## src/rtl/serial_pkg.sv

```systemverilog
// Shared types and helpers for the serial word transmitter.
package serial_pkg;

  typedef enum logic [1:0] {
    IDLE  = 2'd0,
    SHIFT = 2'd1,
    GAP   = 2'd2
  } tx_state_t;

  // Counter width that never collapses to zero bits.
  function automatic int cnt_width(input int n);
    if (n <= 1) begin
      return 1;
    end else begin
      return $clog2(n);
    end
  endfunction

endpackage

```

## src/rtl/serial_word_tx.sv

```systemverilog
// Parallel-to-serial front end: one-word holding buffer, shifter and
// IDLE/SHIFT/GAP sequencer feeding a negedge-sampling shift register.
module serial_word_tx
  import serial_pkg::*;
#(
  parameter int WIDTH      = 8,
  parameter int GAP_CYCLES = 0,
  parameter bit MSB_FIRST  = 1'b1
) (
  input  logic             clk,
  input  logic             rst_n,
  input  logic [WIDTH-1:0] in_data,
  input  logic             in_valid,
  output logic             in_ready,
  output logic             ser_out,
  output logic             ser_en,
  output logic             word_done,
  output logic             busy
);

  localparam int BW = cnt_width(WIDTH);
  localparam int GW = cnt_width(GAP_CYCLES + 1);
  localparam logic [BW-1:0] LAST_BIT = BW'(WIDTH - 1);
  localparam logic [GW-1:0] GAP_LOAD = GW'((GAP_CYCLES > 0) ? (GAP_CYCLES - 1) : 0);

  tx_state_t        state_r, state_s;
  logic [WIDTH-1:0] hold_r;
  logic             hold_valid_r, hold_valid_s;
  logic [WIDTH-1:0] shifter_r, shifter_s;
  logic [BW-1:0]    bit_cnt_r, bit_cnt_s;
  logic [GW-1:0]    gap_cnt_r, gap_cnt_s;
  logic             ready_en_r;
  logic             word_done_r;
  logic             load_s;
  logic             accept_s;
  logic             last_bit_s;

  assign in_ready   = ready_en_r & ~hold_valid_r;
  assign accept_s   = in_valid & in_ready;
  assign last_bit_s = (state_r == SHIFT) && (bit_cnt_r == LAST_BIT);

  assign ser_en    = (state_r == SHIFT);
  assign ser_out   = ser_en & (MSB_FIRST ? shifter_r[WIDTH-1] : shifter_r[0]);
  assign word_done = word_done_r;
  assign busy      = (state_r != IDLE) | hold_valid_r;

  // Next-state, load decision and shifter/counter updates.
  always_comb begin
    state_s   = state_r;
    shifter_s = shifter_r;
    bit_cnt_s = bit_cnt_r;
    gap_cnt_s = gap_cnt_r;
    load_s    = 1'b0;
    case (state_r)
      IDLE: begin
        if (hold_valid_r) begin
          load_s  = 1'b1;
          state_s = SHIFT;
        end else begin
          state_s = IDLE;
        end
      end
      SHIFT: begin
        if (bit_cnt_r == LAST_BIT) begin
          bit_cnt_s = '0;
          if (GAP_CYCLES > 0) begin
            state_s   = GAP;
            gap_cnt_s = GAP_LOAD;
          end else if (hold_valid_r) begin
            load_s  = 1'b1;
            state_s = SHIFT;
          end else begin
            state_s = IDLE;
          end
        end else begin
          bit_cnt_s = bit_cnt_r + BW'(1);
        end
      end
      GAP: begin
        if (gap_cnt_r == '0) begin
          state_s = IDLE;
        end else begin
          gap_cnt_s = gap_cnt_r - GW'(1);
        end
      end
      default: begin
        state_s = IDLE;
      end
    endcase
    // A reload replaces the shift on the same edge, so streaming has no bubble.
    if (load_s) begin
      shifter_s = hold_r;
      bit_cnt_s = '0;
    end else if (state_r == SHIFT) begin
      shifter_s = MSB_FIRST ? {shifter_r[WIDTH-2:0], 1'b0} : {1'b0, shifter_r[WIDTH-1:1]};
    end else begin
      shifter_s = shifter_r;
    end
  end

  // Holding register occupancy: a same-edge accept wins over the load.
  always_comb begin
    if (accept_s) begin
      hold_valid_s = 1'b1;
    end else if (load_s) begin
      hold_valid_s = 1'b0;
    end else begin
      hold_valid_s = hold_valid_r;
    end
  end

  // State, datapath and flag registers.
  always_ff @(posedge clk or negedge rst_n) begin
    if (!rst_n) begin
      state_r      <= IDLE;
      hold_r       <= '0;
      hold_valid_r <= 1'b0;
      shifter_r    <= '0;
      bit_cnt_r    <= '0;
      gap_cnt_r    <= '0;
      ready_en_r   <= 1'b0;
      word_done_r  <= 1'b0;
    end else begin
      state_r      <= state_s;
      hold_valid_r <= hold_valid_s;
      shifter_r    <= shifter_s;
      bit_cnt_r    <= bit_cnt_s;
      gap_cnt_r    <= gap_cnt_s;
      ready_en_r   <= 1'b1;
      word_done_r  <= last_bit_s;
      if (accept_s) begin
        hold_r <= in_data;
      end else begin
        hold_r <= hold_r;
      end
    end
  end

endmodule

```

## config.mk

```make
export PLATFORM = sky130hd
export DESIGN_NAME = serial_word_tx
export DESIGN_NICKNAME = d
export VERILOG_FILES = /design/src/rtl/serial_pkg.sv /design/src/rtl/serial_word_tx.sv
export SDC_FILE = /design/constraint.sdc
export NUM_CORES = 1
export LEC_CHECK = 0
export ABC_AREA = 1
export CORE_UTILIZATION = 32
export CTS_BUF_LIST = sky130_fd_sc_hd__clkbuf_8
export DETAILED_ROUTE_END_ITERATION = 16
export GPL_TIMING_DRIVEN = 1
export SLEW_MARGIN = 20
export SYNTH_ARGS = -nofsm -noshare
export SYNTH_HDL_FRONTEND = slang
export SYNTH_SLANG_ARGS = --single-unit
```

## constraint.sdc

```tcl
create_clock -name clk -period 1.6 [get_ports clk]
set_clock_uncertainty 0.05 [all_clocks]
set_input_delay 0.32 -clock clk [delete_from_list [all_inputs] [get_ports clk]]
set_output_delay 0.32 -clock clk [all_outputs]
set_load 0.005 [all_outputs]
```

==> impl_results.md, run 1 <==
- Status: finished, final reports clean
- Layout Cells excl Fill: 192
- Ant diodes: 0
- Setup TNS: 0 ns
- Post-synthesis cell count: 125
- I/O Buffers: 15
- PnR worst setup slack: 0.0982 ns
- Hold Vio Cnt, Final: 0
- Register area share after synthesis: 54.5%
- Mean Syn Cell Area: 8.45 sq um
- DR iter-0 viols: 16
- Die W: 59.4 microns
- R2R depth: 7
- CTS max path bufs: 2
- Global Route Usage Sum: 13.4%
- Peak supply drop: 0.763 mV
- WP data required: 1.23 ns
- CTS sink count: 23
- Die ar.: 0.00353 sq mm
- Final setup violation count: 0
- Area growth from synthesis to layout: 26.9%
- Period minus WS final: 1.50 ns
- DR WL met3: 70 microns
- Met2 WL: 928 microns
- Fmax: 666 MHz
- Top sig layer: met4
- Std cell rows: 20
- Startpoint Class: register
- Synth Flop Type: dfrtp_1
- Area of the core: 0.00310 sq mm
- Clk slew on worst S/H paths: 0.08 ns
- Final Max Slew Viols: 0
- ANT nets after route: 0
- DR vias/cell: 4.29
- Synthesized cell area: 0.00106 sq mm
- Largest net degree at the start of global routing: 24
- Metal-1 WL: 922 microns
- Nets: 163
- Clock Latency Late Sink: 0.26 ns
- Setup crit end: busy
- Critical path class: register to output port
- Critical path arrival: 1.13 ns
- Starting density of the core: 34.0%
- Root buf cell: clkbuf_8
- Inst Count DP: 187
- Vias in the first global route: 807
- Leakage power: 0.681 nW
- Via count: 824
- Post-synth EDFFs: 0
- Asr flop ratio synth: 100%
- Hold crit path type: input port to asynchronous set/reset pin
- CTS Buf Count: 3
- Reg2Reg Setup Slack: 0.15 ns
- Reg2reg start: bit_cnt_r[0]$_DFFE_PN0P_
- Area after DPL: 0.00128 sq mm
- Max-cap check violation count: 0
- Post-Syn Nets: 139
- Final worst path period share: 93.9%
- IO Count: 16
- YS warnings: 0
- Reg-to-Reg End: bit_cnt_r[1]$_DFFE_PN0P_
- Most common cell after layout, fill and taps aside: nand2_1
- Crit-path max FO: 3
- Initial antenna violation count: 0
- DRC Markers: 0
- Layout cells sized above 1: 12.2%
- First-pass GRT wire length: 3.49 mm
- GP Congestion: 0.697
- RSZ-0062 raised after global routing: false
- Pre-CTS WS: 0.0990 ns
- Synth cell types: 14
- Routed WL per cell: 10.1 microns
- CTS tree: done
- Total power per unit cell area: 1610 mW/mm^2
- Crit path from: hold_valid_r$_DFFE_PN0P_
- Worst setup EP type: output port
- Yosys reg bits: 23
- DP HPWL: 1.44 mm
- First drt pass iteration count: 4
- Grt total ovfl: 0
- H-tree Lvls: 1
- Commonest cells after routing, fill and taps aside: nand2_1 (37), nand3_1 (26), dfrtp_1 (21)
- Die Ht: 59.4 microns
- Fin area: 0.00134 sq mm
- Post-Route WL: 1.93 mm
==> area by class of cell <==
| class | instances | area (sq um) |
|---|---|---|
| Multi-Input combinational cell | 84 | 407 |
| Clock inverter | 1 | 5.00 |
| Tap cell | 44 | 55.1 |
| Inverter | 15 | 56.3 |
| Clock buffer | 3 | 41.3 |
| Timing Repair Buffer | 22 | 198 |
| Fill cell | 339 | 1760 |
| Sequential cell | 23 | 578 |
==> worst min path at each step <==
stage / startpoint / endpoint / slack, ns / cells past startpoint
after floorplan: rst_n / bit_cnt_r[0]$_DFFE_PN0P_ / -0.03 / 0
after global placement: hold_r[7]$_DFFE_PN0P_ / hold_r[7]$_DFFE_PN0P_ / 0.41 / 2
after detailed placement: hold_r[0]$_DFFE_PN0P_ / hold_r[0]$_DFFE_PN0P_ / 0.41 / 2
after CTS: rst_n / ready_en_r$_DFF_PN0_ / 0.36 / 2
after global routing: rst_n / bit_cnt_r[1]$_DFFE_PN0P_ / 0.39 / 2
final: rst_n / ready_en_r$_DFF_PN0_ / 0.35 / 2
==> per-stage QoR <==
step | util (%) | hold slack, ns | total power, W
after detailed placement | 41.4 | 0.414 | 0.00182
final | 43.2 | 0.353 | 0.00216
after floorplan | - | -0.0256 | 0.00151
after CTS | 43.0 | 0.361 | 0.00218
after global routing | 43.2 | 0.392 | 0.00238
after global placement | 41.4 | 0.410 | 0.00178
==> cell usage after synthesis (2+ instances only) <==
library cell / instances / area, sq um
nor2_4: 2 / 22.5
inv_1: 15 / 56.3
nand3_1: 26 / 130
ha_1: 3 / 37.5
dfrtp_1: 23 / 576
nand2_1: 37 / 139
nand2_2: 3 / 18.8
nor2_1: 8 / 30.0
o21ai_0: 3 / 15.0
==> power breakdown <==
group,internal [W],total [W],switching [W]
sequential,0.000828,0.000989,0.000161
combinational,0.000354,0.000814,0.000460
clock,0.000174,0.000352,0.000179
==> kinds of logic after synthesis <==
group | count (synthesis) | share of synthesized area, %
other | 1 | 0.355
adder cells (fa/ha/maj) | 3 | 3.55
flip-flops | 23 | 54.5
AO/OA/AOI/OAI | 4 | 1.89
AND/OR/NAND/NOR | 76 | 32.2
buffers and inverters | 18 | 7.46
==> what timing repair did <==
item,CTS,global route
endpoints found under the setup margin,4,9
hold endpoints to repair,0,0
gates cloned,0,0
setup buffers,1,0
hold buffers,0,0
gates resized for setup,6,1
pin swaps,0,0
==> critical path, cell delays in order (launching register included) <==
cell and delay (ns):
dfrtp_2 0.45, nor2_4 0.11, inv_1 0.05, dlygate4sd2_1 0.25
==> state kept, by name, indices dropped and copies added, names as in the netlist <==
register and flops:
hold_valid_r 1, shifter_r 8, word_done 1, ready_en_r 1, bit_cnt_r 3, hold_r 8
state_r 1
==> routing by layer <==
metal	global-route usage (%)	vias to the layer above
li1	-	437
met1	17.1	368
met2	22.3	17
met3	1.97	2
met4	6.12	0
met5	0	-
(Power assumes the default switching activity.)
==> run 2: changes to the inputs <==
Settings changed: PLACE_DENSITY from default to 0.63.
==> impl_results.md, run 2 (synthesized netlist as in run 1, its figures left out) <==
- CTS Buf Count: 3
- Pre-CTS WS: 0.109 ns
- Reg-to-Reg End: shifter_r[2]$_DFFE_PN0P_
- WP data required: 1.23 ns
- Reg2reg start: bit_cnt_r[1]$_DFFE_PN0P_
- Grt total ovfl: 0
- DR vias/cell: 4.34
- Final setup violation count: 0
- Ant diodes: 0
- Critical path arrival: 1.14 ns
- PnR worst setup slack: 0.0910 ns
- Largest net degree at the start of global routing: 24
- Die ar.: 0.00353 sq mm
- Std cell rows: 20
- Root buf cell: clkbuf_8
- Commonest cells after routing, fill and taps aside: nand2_1 (37), nand3_1 (26), dfrtp_1 (21)
- Starting density of the core: 34.0%
- GP Congestion: 0.725
- RSZ-0062 raised after global routing: false
- Hold crit path type: input port to asynchronous set/reset pin
- Global Route Usage Sum: 13.9%
- Period minus WS final: 1.51 ns
- Total power per unit cell area: 1610 mW/mm^2
- Area of the core: 0.00310 sq mm
- Nets: 164
- Crit path from: hold_valid_r$_DFFE_PN0P_
- Routed WL per cell: 9.64 microns
- Critical path class: register to output port
- Fin area: 0.00135 sq mm
- DRC Markers: 0
- Area after DPL: 0.00128 sq mm
- CTS sink count: 23
- CTS max path bufs: 2
- Setup TNS: 0 ns
- Die W: 59.4 microns
- Max-cap check violation count: 0
- Final Max Slew Viols: 0
- Worst setup EP type: output port
- Layout Cells excl Fill: 193
- DR iter-0 viols: 16
- First-pass GRT wire length: 3.66 mm
- Cts hold-fix bufs: 0
- Fill cells: 334
- R2R depth: 7
- Post-layout power: 0.00217 W
- DP HPWL: 1.34 mm
- Final worst path period share: 94.3%
- Status: finished, final reports clean
- Post-Route WL: 1.86 mm
- I/O Buffers: 15
- Layout cells sized above 1: 12.1%
- Crit-path max FO: 3
- Startpoint Class: register
- Inst Count DP: 187
- Largest regs: hold_r: 8 flops, shifter_r: 8 flops, bit_cnt_r: 3 flops
- Reg2Reg Setup Slack: 0.14 ns
- IO Count: 16
- Peak supply drop: 0.686 mV
- Area growth from synthesis to layout: 27.8%
- Most common cell after layout, fill and taps aside: nand2_1
- Clk slew on worst S/H paths: 0.08 ns
- Fmax: 663 MHz
- Die Ht: 59.4 microns
- Via count: 838
- Clock Latency Late Sink: 0.27 ns
- Hold Vio Cnt, Final: 0
- CTS tree: done
- Initial antenna violation count: 0
- ANT nets after route: 0
- First drt pass iteration count: 4
- H-tree Lvls: 1
- Vias in the first global route: 838
- Setup crit end: busy
- Leakage power: 0.690 nW
==> run 2: final cells by class <==
type,count,area (sq um),area share [%]
Clock inverter,1,3.75,0.278
Tap cell,44,55.1,4.08
Sequential cell,23,578,42.8
Clock buffer,3,41.3,3.06
Timing Repair Buffer,23,209,15.5
Multi-Input combinational cell,84,407,30.1
Inverter,15,56.3,4.17
==> run 2: per-stage QoR <==
stage          util, %  hold slack (ns)
5_1_grt           43.5            0.381
2_1_floorplan        -          -0.0256
3_3_place_gp      41.4            0.411
6_report          43.5            0.353
4_1_cts           43.3            0.369
3_5_place_dp      41.4            0.409
==> run 2: timing repair <==
item	CTS	global route
gates resized for setup	5	2
setup endpoints to repair	4	10
pin swaps	0	0
setup buffers	2	0
cloned	0	0
==> run 2: how the worst min path moves through the flow <==
stage	slack [ns]	from	to	cells after the start
final	0.35	rst_n	bit_cnt_r[1]$_DFFE_PN0P_	2
after global routing	0.38	rst_n	bit_cnt_r[1]$_DFFE_PN0P_	2
after CTS	0.37	rst_n	bit_cnt_r[1]$_DFFE_PN0P_	2
after detailed placement	0.41	hold_r[7]$_DFFE_PN0P_	hold_r[7]$_DFFE_PN0P_	2
after global placement	0.41	hold_r[7]$_DFFE_PN0P_	hold_r[7]$_DFFE_PN0P_	2
after floorplan	-0.03	rst_n	bit_cnt_r[0]$_DFFE_PN0P_	0
==> run 2: power breakdown <==
group          leakage [nW]  internal, W  switching, W
Sequential            0.289     0.000829      0.000156
Clock                0.0269     0.000172      0.000181
Combinational         0.374     0.000372      0.000463
Total                 0.690      0.00137      0.000801
==> run 2: critical path, stage by stage (launching register included) <==
cell,delay (ns)
dfrtp_2,0.45
nor2_4,0.12
inv_1,0.05
dlygate4sd2_1,0.25
==> run 2: layer usage <==
layer  routed length, microns  vias up  track usage, %
met4                       63        0            9.18
met5                        0        -               0
li1                         -      438               -
met3                       65        5           0.655
met1                      962      375            18.3
met2                      769       20            22.2
